File: src/rtl/sysid_ext_if.sv
// Purpose : Avalon-MM slave bus bundle for the sysid_ext peripheral
//           (word address, read/write strobes, write data, registered read data).
// Ports   : master drives address/read/write/writedata; slave drives readdata/readdatavalid.
interface sysid_ext_if;
    logic [2:0]  address;
    logic        read;
    logic        write;
    logic [31:0] writedata;
    logic [31:0] readdata;
    logic        readdatavalid;

    modport master (
        output address, read, write, writedata,
        input  readdata, readdatavalid
    );

    modport slave (
        input  address, read, write, writedata,
        output readdata, readdatavalid
    );
endinterface

File: src/rtl/sysid_ext.sv
// Purpose : System ID / build timestamp / uptime-counter peripheral on an Avalon-MM bus,
//           with a scratch register, CTRL/STATUS and an optional SECONDS counter.
// Latency : read sampled at edge N returns readdata with a readdatavalid pulse at edge N+1.
// Backpr. : none; the slave accepts a read or write every cycle.
// Ports   : clock, reset (async, active-high), bus (sysid_ext_if.slave).
// Option  : define SYSID_SECONDS_EN to build the prescaler and SECONDS register.
module sysid_ext #(
    parameter logic [31:0]          SYSTEM_ID   = 32'h0000_0000,
    parameter logic [31:0]          TIMESTAMP   = 32'h4F2B_2AD0,
    parameter int                   COUNTER_W   = 64,
    parameter logic [COUNTER_W-1:0] COUNTER_RST = '0,
    parameter logic [31:0]          SCRATCH_RST = 32'h0000_0000,
    parameter int                   CLK_FREQ_HZ = 50000000
) (
    input  logic      clock,
    input  logic      reset,
    sysid_ext_if.slave bus
);

    logic [COUNTER_W-1:0] counter;
    logic [31:0]          shadow;
    logic [31:0]          scratch;
    logic                 wrap_sticky;
    logic [31:0]          seconds_rd;
    logic                 has_seconds;
    logic [31:0]          rd_mux;
    logic [31:0]          cnt_hi_ext;

    logic wr_ctrl;
    logic clr_cnt;
    logic clr_sticky;
    logic wr_scratch;
    logic rd_lo;
    logic at_max;

    assign wr_ctrl    = bus.write && (bus.address == 3'd5);
    assign clr_cnt    = wr_ctrl && bus.writedata[0];
    assign clr_sticky = wr_ctrl && bus.writedata[1];
    assign wr_scratch = bus.write && (bus.address == 3'd4);
    assign rd_lo      = bus.read && (bus.address == 3'd2);
    assign at_max     = &counter;

    // Upper counter bits, zero-extended to a full word for the shadow.
    assign cnt_hi_ext = 32'(counter[COUNTER_W-1:32]);

`ifdef SYSID_SECONDS_EN
    localparam logic [31:0] PRESC_TC = 32'(CLK_FREQ_HZ - 1);

    logic [31:0] prescaler;
    logic [31:0] seconds;

    always_ff @(posedge clock or posedge reset) begin
        if (reset) begin
            prescaler <= '0;
            seconds   <= '0;
        end else if (clr_cnt) begin
            prescaler <= '0;
            seconds   <= '0;
        end else if (prescaler == PRESC_TC) begin
            prescaler <= '0;
            // Wraps naturally; deliberately independent of wrap_sticky.
            seconds   <= seconds + 32'd1;
        end else begin
            prescaler <= prescaler + 32'd1;
        end
    end

    assign seconds_rd  = seconds;
    assign has_seconds = 1'b1;
`else
    localparam int unused_clk_freq = CLK_FREQ_HZ;

    assign seconds_rd  = '0;
    assign has_seconds = 1'b0;
`endif

    // Read mux sees pre-edge state, so a same-cycle write is not visible yet.
    always_comb begin
        rd_mux = '0;
        case (bus.address)
            3'd0:    rd_mux = SYSTEM_ID;
            3'd1:    rd_mux = TIMESTAMP;
            3'd2:    rd_mux = counter[31:0];
            3'd3:    rd_mux = shadow;
            3'd4:    rd_mux = scratch;
            3'd5:    rd_mux = {29'd0, has_seconds, wrap_sticky, 1'b0};
            3'd6:    rd_mux = seconds_rd;
            default: rd_mux = '0;
        endcase
    end

    always_ff @(posedge clock or posedge reset) begin
        if (reset) begin
            counter           <= COUNTER_RST;
            shadow            <= '0;
            scratch           <= SCRATCH_RST;
            wrap_sticky       <= 1'b0;
            bus.readdata      <= '0;
            bus.readdatavalid <= 1'b0;
        end else begin
            // Clear beats increment; all-ones + 1 wraps to 0 on its own.
            if (clr_cnt) begin
                counter <= COUNTER_RST;
            end else begin
                counter <= counter + COUNTER_W'(1);
            end

            // Wrap beats sticky-clear, but a counter clear suppresses the wrap.
            if (at_max && !clr_cnt) begin
                wrap_sticky <= 1'b1;
            end else if (clr_sticky) begin
                wrap_sticky <= 1'b0;
            end

            // Capture the high half with the low half so a later HI read is coherent.
            if (rd_lo) begin
                shadow <= cnt_hi_ext;
            end

            if (wr_scratch) begin
                scratch <= bus.writedata;
            end

            bus.readdatavalid <= bus.read;
            if (bus.read) begin
                bus.readdata <= rd_mux;
            end
        end
    end

endmodule
File: src/flat_wrapper.sv
// flat-port wrapper written by rule: the top's interface ports become plain ports
module sysid_ext_flat 
#(
    parameter logic [31:0]          SYSTEM_ID   = 32'h0000_0000,
    parameter logic [31:0]          TIMESTAMP   = 32'h4F2B_2AD0,
    parameter int                   COUNTER_W   = 64,
    parameter logic [COUNTER_W-1:0] COUNTER_RST = '0,
    parameter logic [31:0]          SCRATCH_RST = 32'h0000_0000,
    parameter int                   CLK_FREQ_HZ = 50000000
)
  (clock, reset, bus_address, bus_read, bus_write, bus_writedata, bus_readdata, bus_readdatavalid);
  sysid_ext_if bus_i ();
  input  logic clock;
  input  logic reset;
  input wire logic [$bits(bus_i.address)-1:0] bus_address;
  input wire logic [$bits(bus_i.read)-1:0] bus_read;
  input wire logic [$bits(bus_i.write)-1:0] bus_write;
  input wire logic [$bits(bus_i.writedata)-1:0] bus_writedata;
  output wire logic [$bits(bus_i.readdata)-1:0] bus_readdata;
  output wire logic [$bits(bus_i.readdatavalid)-1:0] bus_readdatavalid;
  assign bus_i.address = bus_address;
  assign bus_i.read = bus_read;
  assign bus_i.write = bus_write;
  assign bus_i.writedata = bus_writedata;
  assign bus_readdata = bus_i.readdata;
  assign bus_readdatavalid = bus_i.readdatavalid;
  sysid_ext #(.SYSTEM_ID(SYSTEM_ID), .TIMESTAMP(TIMESTAMP), .COUNTER_W(COUNTER_W), .COUNTER_RST(COUNTER_RST), .SCRATCH_RST(SCRATCH_RST), .CLK_FREQ_HZ(CLK_FREQ_HZ)) u_core (.clock(clock), .reset(reset), .bus(bus_i));
endmodule
File: config.mk
export PLATFORM = sky130hd
export DESIGN_NAME = sysid_ext_flat
export DESIGN_NICKNAME = d
export VERILOG_FILES = /design/src/rtl/sysid_ext_if.sv /design/src/rtl/sysid_ext.sv /design/src/flat_wrapper.sv
export SDC_FILE = /design/constraint.sdc
export NUM_CORES = 1
export LEC_CHECK = 0
export CAP_MARGIN = 20
export CORE_ASPECT_RATIO = 0.75
export CORE_MARGIN = 2
export CORE_UTILIZATION = 52
export DETAILED_ROUTE_END_ITERATION = 12
export HOLD_SLACK_MARGIN = 0.12
export PLACE_DENSITY = 0.76
export SLEW_MARGIN = 0
export SYNTH_ARGS = -nofsm -noshare
export SYNTH_HDL_FRONTEND = slang
export SYNTH_SLANG_ARGS = --single-unit
File: constraint.sdc
create_clock -name clock -period 6.2 [get_ports clock]
set_input_delay 1.55 -clock clock [delete_from_list [all_inputs] [get_ports clock]]
set_output_delay 1.55 -clock clock [all_outputs]
set_load 0.05 [all_outputs]
**Word level (Yosys, flattened, before mapping)**

Cells that the tools add are included.

- Flip-flop bits (word level): 162
- Input bits: 39
- Logic and storage cells: 25

- $add $sub $neg: 1
- Eq/ne operators: 5
- Multiplexer cells: 4
- Reductions and logical operators: 9

Operators with widths:

| cell | count |
|---|---|
| $pmux 32 s5 | 1 |
| $add 64x1->64 const B | 1 |
| $mux 64 | 1 |
| $reduce_and 64->1 | 1 |
| $eq 3x2->1 const B | 2 |
| $eq 3x3->1 const B | 2 |
| $logic_and 1x1->1 | 6 |
| $eq 3x1->1 const B | 1 |
| $mux 1 | 2 |
| $reduce_bool 2->1 | 1 |
| $logic_not 1->1 | 1 |

**Depth between registers and ports, before layout**

Gate-level depths: netlist (run 1).

- Word-level depth: 6
- Gate-level depth with buffers: 8
- Gate-level depth less buffers: 6

**Worst setup path after synthesis (run 1)**

No wires, ideal clock.

- Path kind: in2reg
- Start point: input port bus_address[2]
- End point: register u_core.scratch[10]
- Data arrival time: 2.989 ns
- Data required time: 6.075 ns
- Setup slack: 3.087 ns
- Cell stages on the path: 8
- Cells stage by stage: nor2b_1 clkbuf_1 nor2b_1 buf_2 and2_1 clkbuf_1 buf_2 mux2_2

- Longest elaborated chain between the ends: 2

Ends and longest elaborated chain:

| what | RTL line | source |
|---|---|---|
| from (decl) | flat_wrapper.sv:15 | `input wire logic [$bits(bus_i.address)-1:0] bus_address;` |
| $eq 3x3->1 | sysid_ext.sv:39 | `assign wr_scratch = bus.write && (bus.address == 3'd4);` |
| $logic_and 1x1->1 | sysid_ext.sv:39 |  |
| to (signal assigned) | sysid_ext.sv:121 | `scratch <= bus.writedata;` |
| to (decl) | sysid_ext.sv:22 | `logic [31:0] scratch;` |

Every way passes these cells.
A chain may end at the register's enable or synchronous reset.

**Worst setup path in the final report (run 1)**

- Start point: input port bus_address[2]
- End point: register u_core.scratch[15]

The elaborated chain is that of the path after synthesis.

==> results of run 1 <==
==> cell families after synthesis <==
family | share of synthesized area [%]
DFF | 52.0
buffers and inverters | 4.14
adders and majority gates | 0.160
muxes | 11.3
AOI/OAI and AO/OA | 11.8
xor gates and xnor gates | 4.04
and+or+nand+nor | 16.5
==> per-stage QoR <==
stage          instance area (µm²)  hold slack (ns)  setup slack (ns)  std cells
3_3_place_gp                  8700            0.490              1.78        975
6_report                      9340            0.509              2.03       1008
5_1_grt                       9340            0.521              1.83       1008
4_1_cts                       9320            0.511              2.10       1006
3_5_place_dp                  8700            0.496              1.70        975
2_1_floorplan                 7790            0.447             0.273        732
==> cells in the final DEF (no fill, tap or decap), drive strengths merged, types with 7 or more instances in the layout <==
master / synthesis / routed
or4: 9 / 9
nand2: 26 / 26
nor2: 66 / 66
mux2: 64 / 64
clkbuf: 27 / 20
nand4: 28 / 28
dfrtp: 162 / 162
xor2: 24 / 24
or3: 14 / 14
nand3: 31 / 31
o22ai: 31 / 31
o31ai: 9 / 9
a22oi: 15 / 15
and3: 7 / 7
mux2i: 16 / 16
inv: 43 / 46
buf: 14 / 15
nor4: 12 / 12
a21oi: 57 / 57
xnor2: 12 / 12
nor3: 8 / 8
o21ai: 14 / 14
o22a: 15 / 15
clkdlybuf4s50: 0 / 71
==> metal layers <==
layer	wire [µm]	up-vias	part of all wire (%)	track usage (%)
met5	0	-	0	0
met4	490	0	2.4	9.31
met3	1520	38	7.4	4.16
met2	9560	273	47	41.2
met1	8880	3119	43	37.0
li1	-	2774	-	-
==> sequential cells by signal, summed over array words and instances (netlist names) <==
| signal | flops |
|---|---|
| u_core.bus.readdata | 32 |
| u_core.shadow | 32 |
| u_core.bus.readdatavalid | 1 |
| u_core.scratch | 32 |
| u_core.wrap_sticky | 1 |
| u_core.counter | 64 |
==> final timing paths <==
check / start / to / slack [ns] / cells after the start
setup / recovery: bus_address[2] / u_core.scratch[15] / 2.03 / 9
hold / removal: u_core.scratch[10] / u_core.scratch[10] / 0.51 / 1
setup reg to reg: u_core.counter[0] / u_core.counter[48] / 3.44 / 6
hold reg to reg: u_core.scratch[10] / u_core.scratch[10] / 0.51 / 1
max in group asynchronous: reset / u_core.bus.readdata[10] / 3.43 / 3
min in group asynchronous: reset / u_core.counter[56] / 1.58 / 2
==> report_power, final <==
part           leakage, nW  total (mW)  switching [mW]  internal [mW]
clock                0.297        1.12           0.433          0.687
combinational         1.46       0.616           0.326          0.290
sequential            2.07        1.54           0.245           1.29
total                 3.84        3.27            1.00           2.27
==> worst reg2reg max path: cells and delay by family (launching register included) <==
family	cells	cell delay [ns]
AO/OA/AOI/OAI	1	0.19
adder cells (fa/ha/maj)	1	0.31
flip-flops	1	0.49
AND/OR/NAND/NOR	4	1.69
==> final cells by class <==
type	count	area share (%)
tap	200	2.68
inverter	43	1.78
clock inverter	11	1.88
multi-input combinational	486	36.6
sequential	162	43.4
timing repair buffer	86	8.82
clock buffer	20	4.78
==> reports/summary.txt, run 1 <==
WORST SETUP PATH
--------------------------------------------------------------------------------------------------
Critical path's slowest cell                                                          sky130_fd_sc_hd__and2_1
Element type at the critical path end                                                         flop
Count of buffering cells on the critical path with inverters included                            5
Most numerous cell on the critical path                                               sky130_fd_sc_hd__buf_4
Crit path required time                                                                    6.51 ns
Kind of cell adding the most delay to the critical path                               buffers and inverters
Worst EP arrival                                                                           4.48 ns
Worst-path fanout max                                                                           22
Cells along the critical path                                                         clkdlybuf4s50_1 > buf_4 > nor2b_1 > buf_4 > nor2b_1 > buf_4 > and2_1 > buf_4 > mux2_2
CP max stage delay                                                                         0.59 ns
CP Class                                                                                 in -> reg
Kind of start point of the critical path                                                input port

DETAILED ROUTING
--------------------------------------------------------------------------------------------------
Number of vias per cell after detailed routing                                                6.15
Post-detailed-route DRC marker count                                                             0
Remaining antenna violation count                                                                0
Post-Route WL                                                                            20,400 µm
Initial DRC count                                                                              633
DRT Pass-1 Iters                                                                                 5
Vias after detailed routing                                                                  6,204
Routed length per placed instance                                                          20.3 µm

LOGIC SYNTHESIS
--------------------------------------------------------------------------------------------------
Net count after synthesis                                                                      772
Yosys warnings                                                                                   0
Share of the synthesized area in the top cell type                                           52.0%
Cell types occupying the most area after synthesis                                    sky130_fd_sc_hd__dfrtp_1, sky130_fd_sc_hd__mux2_2, sky130_fd_sc_hd__a21oi_1
Most common cell in the synthesized netlist                                           sky130_fd_sc_hd__dfrtp_1
Post-synthesis average cell area                                                          10.6 µm²
Dominant register cell in the synthesized netlist                                     sky130_fd_sc_hd__dfrtp_1
Gate count of the mapped netlist                                                               732
Distinct cell type count after synthesis                                                        44
EDFF count, synth                                                                                0
Post-synthesis instance area                                                              7790 µm²
Register bit count reported by yosys                                                           162
Fraction of the yosys area taken by sequential cells                                         52.0%
Leading cell types by count after synthesis                                           sky130_fd_sc_hd__dfrtp_1, sky130_fd_sc_hd__nor2_1, sky130_fd_sc_hd__mux2_2, sky130_fd_sc_hd__a21oi_1, sky130_fd_sc_hd__inv_1
Library cell with the largest summed area after synthesis                             sky130_fd_sc_hd__dfrtp_1
Share of synthesized registers carrying an async set or reset                                 100%

GLOBAL ROUTE
--------------------------------------------------------------------------------------------------
Largest net degree at the start of global routing                                               68
Number of global-route vias before repair                                                    5,944
Wire length of the first global-routing pass                                             32,300 µm
Initial antenna violation count                                                                  0
Overall global routing resource usage                                                        26.0%
Total congestion overflow after global routing                                                   0

FINAL LAYOUT
--------------------------------------------------------------------------------------------------
Fill cell count                                                                              1,145
Number of antenna cells inserted                                                                 0
Final layout net count                                                                         836
Fraction of final layout cells with drive strength greater than 1                            16.0%
Area occupied by multi-input gates                                                        3420 µm²
Area added between synthesis and finish                                                      19.8%
FF+latch area                                                                             4050 µm²
Final core area utilization                                                                  64.2%

PWR
--------------------------------------------------------------------------------------------------
Overall power after layout                                                                 3.27 mW
Total leakage power                                                                        3.84 nW
Maximum ir drop on the vdd rail                                                           0.223 mV
Total power per unit cell area                                                          351 nW/µm²

DIE
--------------------------------------------------------------------------------------------------
Initial cell density of the core                                                             53.6%
Die area                                                                                16,000 µm²
CORE AREA                                                                               14,500 µm²
Vertical die dimension                                                                      110 µm
Die Width                                                                                   145 µm
# rows                                                                                          38
Count of boundary I/O pins                                                                      72

CLOCKING
--------------------------------------------------------------------------------------------------
Clock transition time at the flip-flop clock pins of the worst setup and hold paths        0.06 ns
Setup repair bufs after CTS                                                                      0
Hold bufs inserted after CTS                                                                     0
Max Root-Sink Buffers                                                                            2
Post-cts resize count                                                                            0
CTS HTree Levels                                                                                 4
Number of buffers created by CTS                                                                17
Clock tree from TritonCTS                                                                      yes
Cell at the root of the clock tree                                                    sky130_fd_sc_hd__clkbuf_16
Count of clock tree sinks                                                                      162
Skew-Pair Late Insertion Delay                                                             0.42 ns

JOB
--------------------------------------------------------------------------------------------------
Reported max-cap violation count                                                                 0

STA
--------------------------------------------------------------------------------------------------
Final-report setup violation count                                                               0
Layout Skew                                                                              0.0119 ns
Highest Clock Rate                                                                         240 MHz
Minimum clock period after layout                                                          4.17 ns
Setup total negative slack                                                                    0 ns
Final Max Slew Viols                                                                             0
Unrepaired setup endpoints after global routing                                                 no
Slew of the pin with the lowest slew margin                                               0.934 ns
Hold Violations, Final                                                                           0
Period utilisation layout                                                                    67.3%
Slew Limit Headroom                                                                          37.1%

HOLD PATH
--------------------------------------------------------------------------------------------------
Classification of the worst-slack hold path                                             reg -> reg

PLACEMENT
--------------------------------------------------------------------------------------------------
HPWL after detailed placement                                                            14,300 µm
Buffers added on ports                                                                          71
Routability congestion estimate                                                              0.872

STATUS
--------------------------------------------------------------------------------------------------
Result of the run                                                                        completed

Power figures use the tool's default switching activity.
==> run 2: changes to the inputs <==
==> constraint.sdc (replaced) <==
create_clock -name clock -period 3.7 [get_ports clock]
set_input_delay 0.925 -clock clock [delete_from_list [all_inputs] [get_ports clock]]
set_output_delay 0.925 -clock clock [all_outputs]
set_load 0.05 [all_outputs]
==> reports/summary.txt, run 2 (synthesis results as in run 1) <==
FINAL LAYOUT
--------------------------------------------------------------------------------------------------
Final core area utilization                                                                  64.4%   +0.27 points
Area added between synthesis and finish                                                      20.3%
Area of all placed cells without fillers                                                  9370 µm²   +0.42%
Fill cell count                                                                              1,102   -3.8%
Fraction of final layout cells with drive strength greater than 1                            16.5%   +0.56 points
Top register by number of flip-flops                                                  u_core.counter
Most common cell after layout, fill and taps aside                                    sky130_fd_sc_hd__dfrtp_1
Count of placed standard cells in the final layout, fillers left out                         1,011   +0.30%
FF+latch area                                                                             4050 µm²   unchanged
Area occupied by multi-input gates                                                        3420 µm²   unchanged
Number of antenna cells inserted                                                                 0   unchanged
Commonest non-fill, non-tap cells in the layout                                       sky130_fd_sc_hd__dfrtp_1, sky130_fd_sc_hd__clkdlybuf4s50_1, sky130_fd_sc_hd__nor2_1
Largest register FFs                                                                            64   unchanged
Final layout net count                                                                         838   +0.24%

PLACEMENT
--------------------------------------------------------------------------------------------------
Cell total after placement                                                                     978   +0.31%
Worst slack after detailed placement                                                      0.640 ns   -1.06 ns
HPWL after detailed placement                                                            14,300 µm   about the same
Total cell area at the placement stage                                                    8740 µm²   +0.53%
Routability congestion estimate                                                              0.897   +2.9%
Buffers added on ports                                                                          71   unchanged

CLOCKING
--------------------------------------------------------------------------------------------------
Clock transition time at the flip-flop clock pins of the worst setup and hold paths        0.07 ns   about the same
Clock tree from TritonCTS                                                                      yes
Post-cts resize count                                                                            0   unchanged
CTS HTree Levels                                                                                 4   unchanged
Number of buffers created by CTS                                                                17   unchanged
Hold bufs inserted after CTS                                                                     0   unchanged
Cell at the root of the clock tree                                                    sky130_fd_sc_hd__clkbuf_16
Count of clock tree sinks                                                                      162   unchanged
Max Root-Sink Buffers                                                                            2   unchanged
Setup repair bufs after CTS                                                                      0   unchanged
Skew-Pair Late Insertion Delay                                                             0.43 ns   about the same

DIE
--------------------------------------------------------------------------------------------------
Die Width                                                                                   145 µm   unchanged
Vertical die dimension                                                                      110 µm   unchanged
CORE AREA                                                                               14,500 µm²   unchanged
Count of boundary I/O pins                                                                      72   unchanged
# rows                                                                                          38   unchanged
Initial cell density of the core                                                             53.6%   unchanged
Die area                                                                                16,000 µm²   unchanged

WORST SETUP PATH
--------------------------------------------------------------------------------------------------
Kind of start point of the critical path                                                      flop
Worst EP arrival                                                                           3.12 ns   -1.36 ns
Element type at the critical path end                                                         flop
Crit path required time                                                                    4.06 ns   -2.45 ns
R2r worst-path depth                                                                             6   unchanged
RR Endpoint                                                                           u_core.counter[48]
Worst-path fanout max                                                                           16   -27%
Setup slack, reg-to-reg                                                                    0.94 ns   -2.50 ns
Beginning of the worst register-to-register path                                      u_core.counter[0]
CP Class                                                                                reg -> reg

STATUS
--------------------------------------------------------------------------------------------------
Result of the run                                                                        completed

STA
--------------------------------------------------------------------------------------------------
Minimum clock period after layout                                                          2.76 ns
Period utilisation layout                                                                    74.6%
Layout Skew                                                                              0.0105 ns   -0.00140 ns
Hold Violations, Final                                                                           0   unchanged
Final-report setup violation count                                                               0   unchanged
Highest Clock Rate                                                                         362 MHz
Worst hold margin                                                                         0.509 ns   -0.000326 ns
Final Max Slew Viols                                                                             0   unchanged
Setup total negative slack                                                                    0 ns   unchanged
Slew of the pin with the lowest slew margin                                               0.964 ns   +0.0292 ns
Unrepaired setup endpoints after global routing                                                 no
Final worst slack                                                                         0.938 ns   -1.09 ns
Slew Limit Headroom                                                                          35.2%   -2.0 points

GLOBAL ROUTE
--------------------------------------------------------------------------------------------------
Number of global-route vias before repair                                                    6,238   +4.9%
Overall global routing resource usage                                                        26.8%   +0.78 points
Wire length of the first global-routing pass                                             33,400 µm   +3.4%
Total congestion overflow after global routing                                                   0   unchanged
Initial antenna violation count                                                                  0   unchanged
Largest net degree at the start of global routing                                               95   +40%

HOLD PATH
--------------------------------------------------------------------------------------------------
Hold-critical path endpoint                                                           u_core.scratch[31]
Depth of the worst hold-timing path                                                              1   unchanged
Classification of the worst-slack hold path                                             reg -> reg
Hold Startpoint                                                                       u_core.scratch[31]

DETAILED ROUTING
--------------------------------------------------------------------------------------------------
Vias after detailed routing                                                                  6,289   +1.4%
Number of vias per cell after detailed routing                                                6.22   +1.1%
Remaining antenna violation count                                                                0   unchanged
Post-Route WL                                                                            20,700 µm   +1.1%
Post-detailed-route DRC marker count                                                             0   unchanged
Initial DRC count                                                                              644   +1.7%
Routed length per placed instance                                                          20.4 µm   +0.82%
DRT Pass-1 Iters                                                                                 5   unchanged

PWR
--------------------------------------------------------------------------------------------------
Total leakage power                                                                        3.86 nW   +0.49%
Overall power after layout                                                                 5.51 mW   +68%
Maximum ir drop on the vdd rail                                                           0.327 mV   +47%
Total power per unit cell area                                                          587 nW/µm²   +68%

JOB
--------------------------------------------------------------------------------------------------
Reported max-cap violation count                                                                 0   unchanged

-- run 2: how the worst max path moves through the flow --
stage	from	end	slack [ns]	depth (start not counted)
after detailed placement	bus_address[1]	u_core.bus.readdata[26]	0.64	5
after global placement	bus_address[1]	u_core.shadow[15]	0.72	6
final	u_core.counter[0]	u_core.counter[48]	0.94	6
after floorplan	reset	u_core.bus.readdata[0]	0.72	1
after global routing	u_core.counter[1]	u_core.counter[62]	0.74	6
after CTS	u_core.counter[0]	u_core.counter[62]	0.96	6
-- run 2: where the power goes --
part	internal, mW	total (mW)	leakage, nW	switching (mW)
Sequential	2.16	2.60	2.07	0.435
Combinational	0.490	1.03	1.48	0.544
Clock	1.09	1.88	0.301	0.790
-- run 2: area by class of cell --
cell class,instances,share of cell area (%)
well taps,200,2.67
clock buffers,17,4.54
inverters,43,1.76
flip-flops and latches,162,43.2
multi-input cells,486,36.5
clock inverters,15,2.10
repair buffers,88,9.21
-- run 2: critical path, cell delays in order, from the launching register on --
cell	delay, ns
sky130_fd_sc_hd__dfrtp_1	0.52
sky130_fd_sc_hd__ha_1	0.33
sky130_fd_sc_hd__nand3_1	0.22
sky130_fd_sc_hd__nor3_2	0.42
sky130_fd_sc_hd__nand4_2	0.48
sky130_fd_sc_hd__or4_1	0.57
sky130_fd_sc_hd__a21oi_1	0.16
-- run 2: metal layers --
layer  GRT usage [%]  vias to the layer above  wire [µm]
met5               0                        -          0
met4            10.7                        0        530
met3            5.10                       44       1360
met2            42.8                      282       9650
met1            36.9                     3181       9130
li1                -                     2782          -
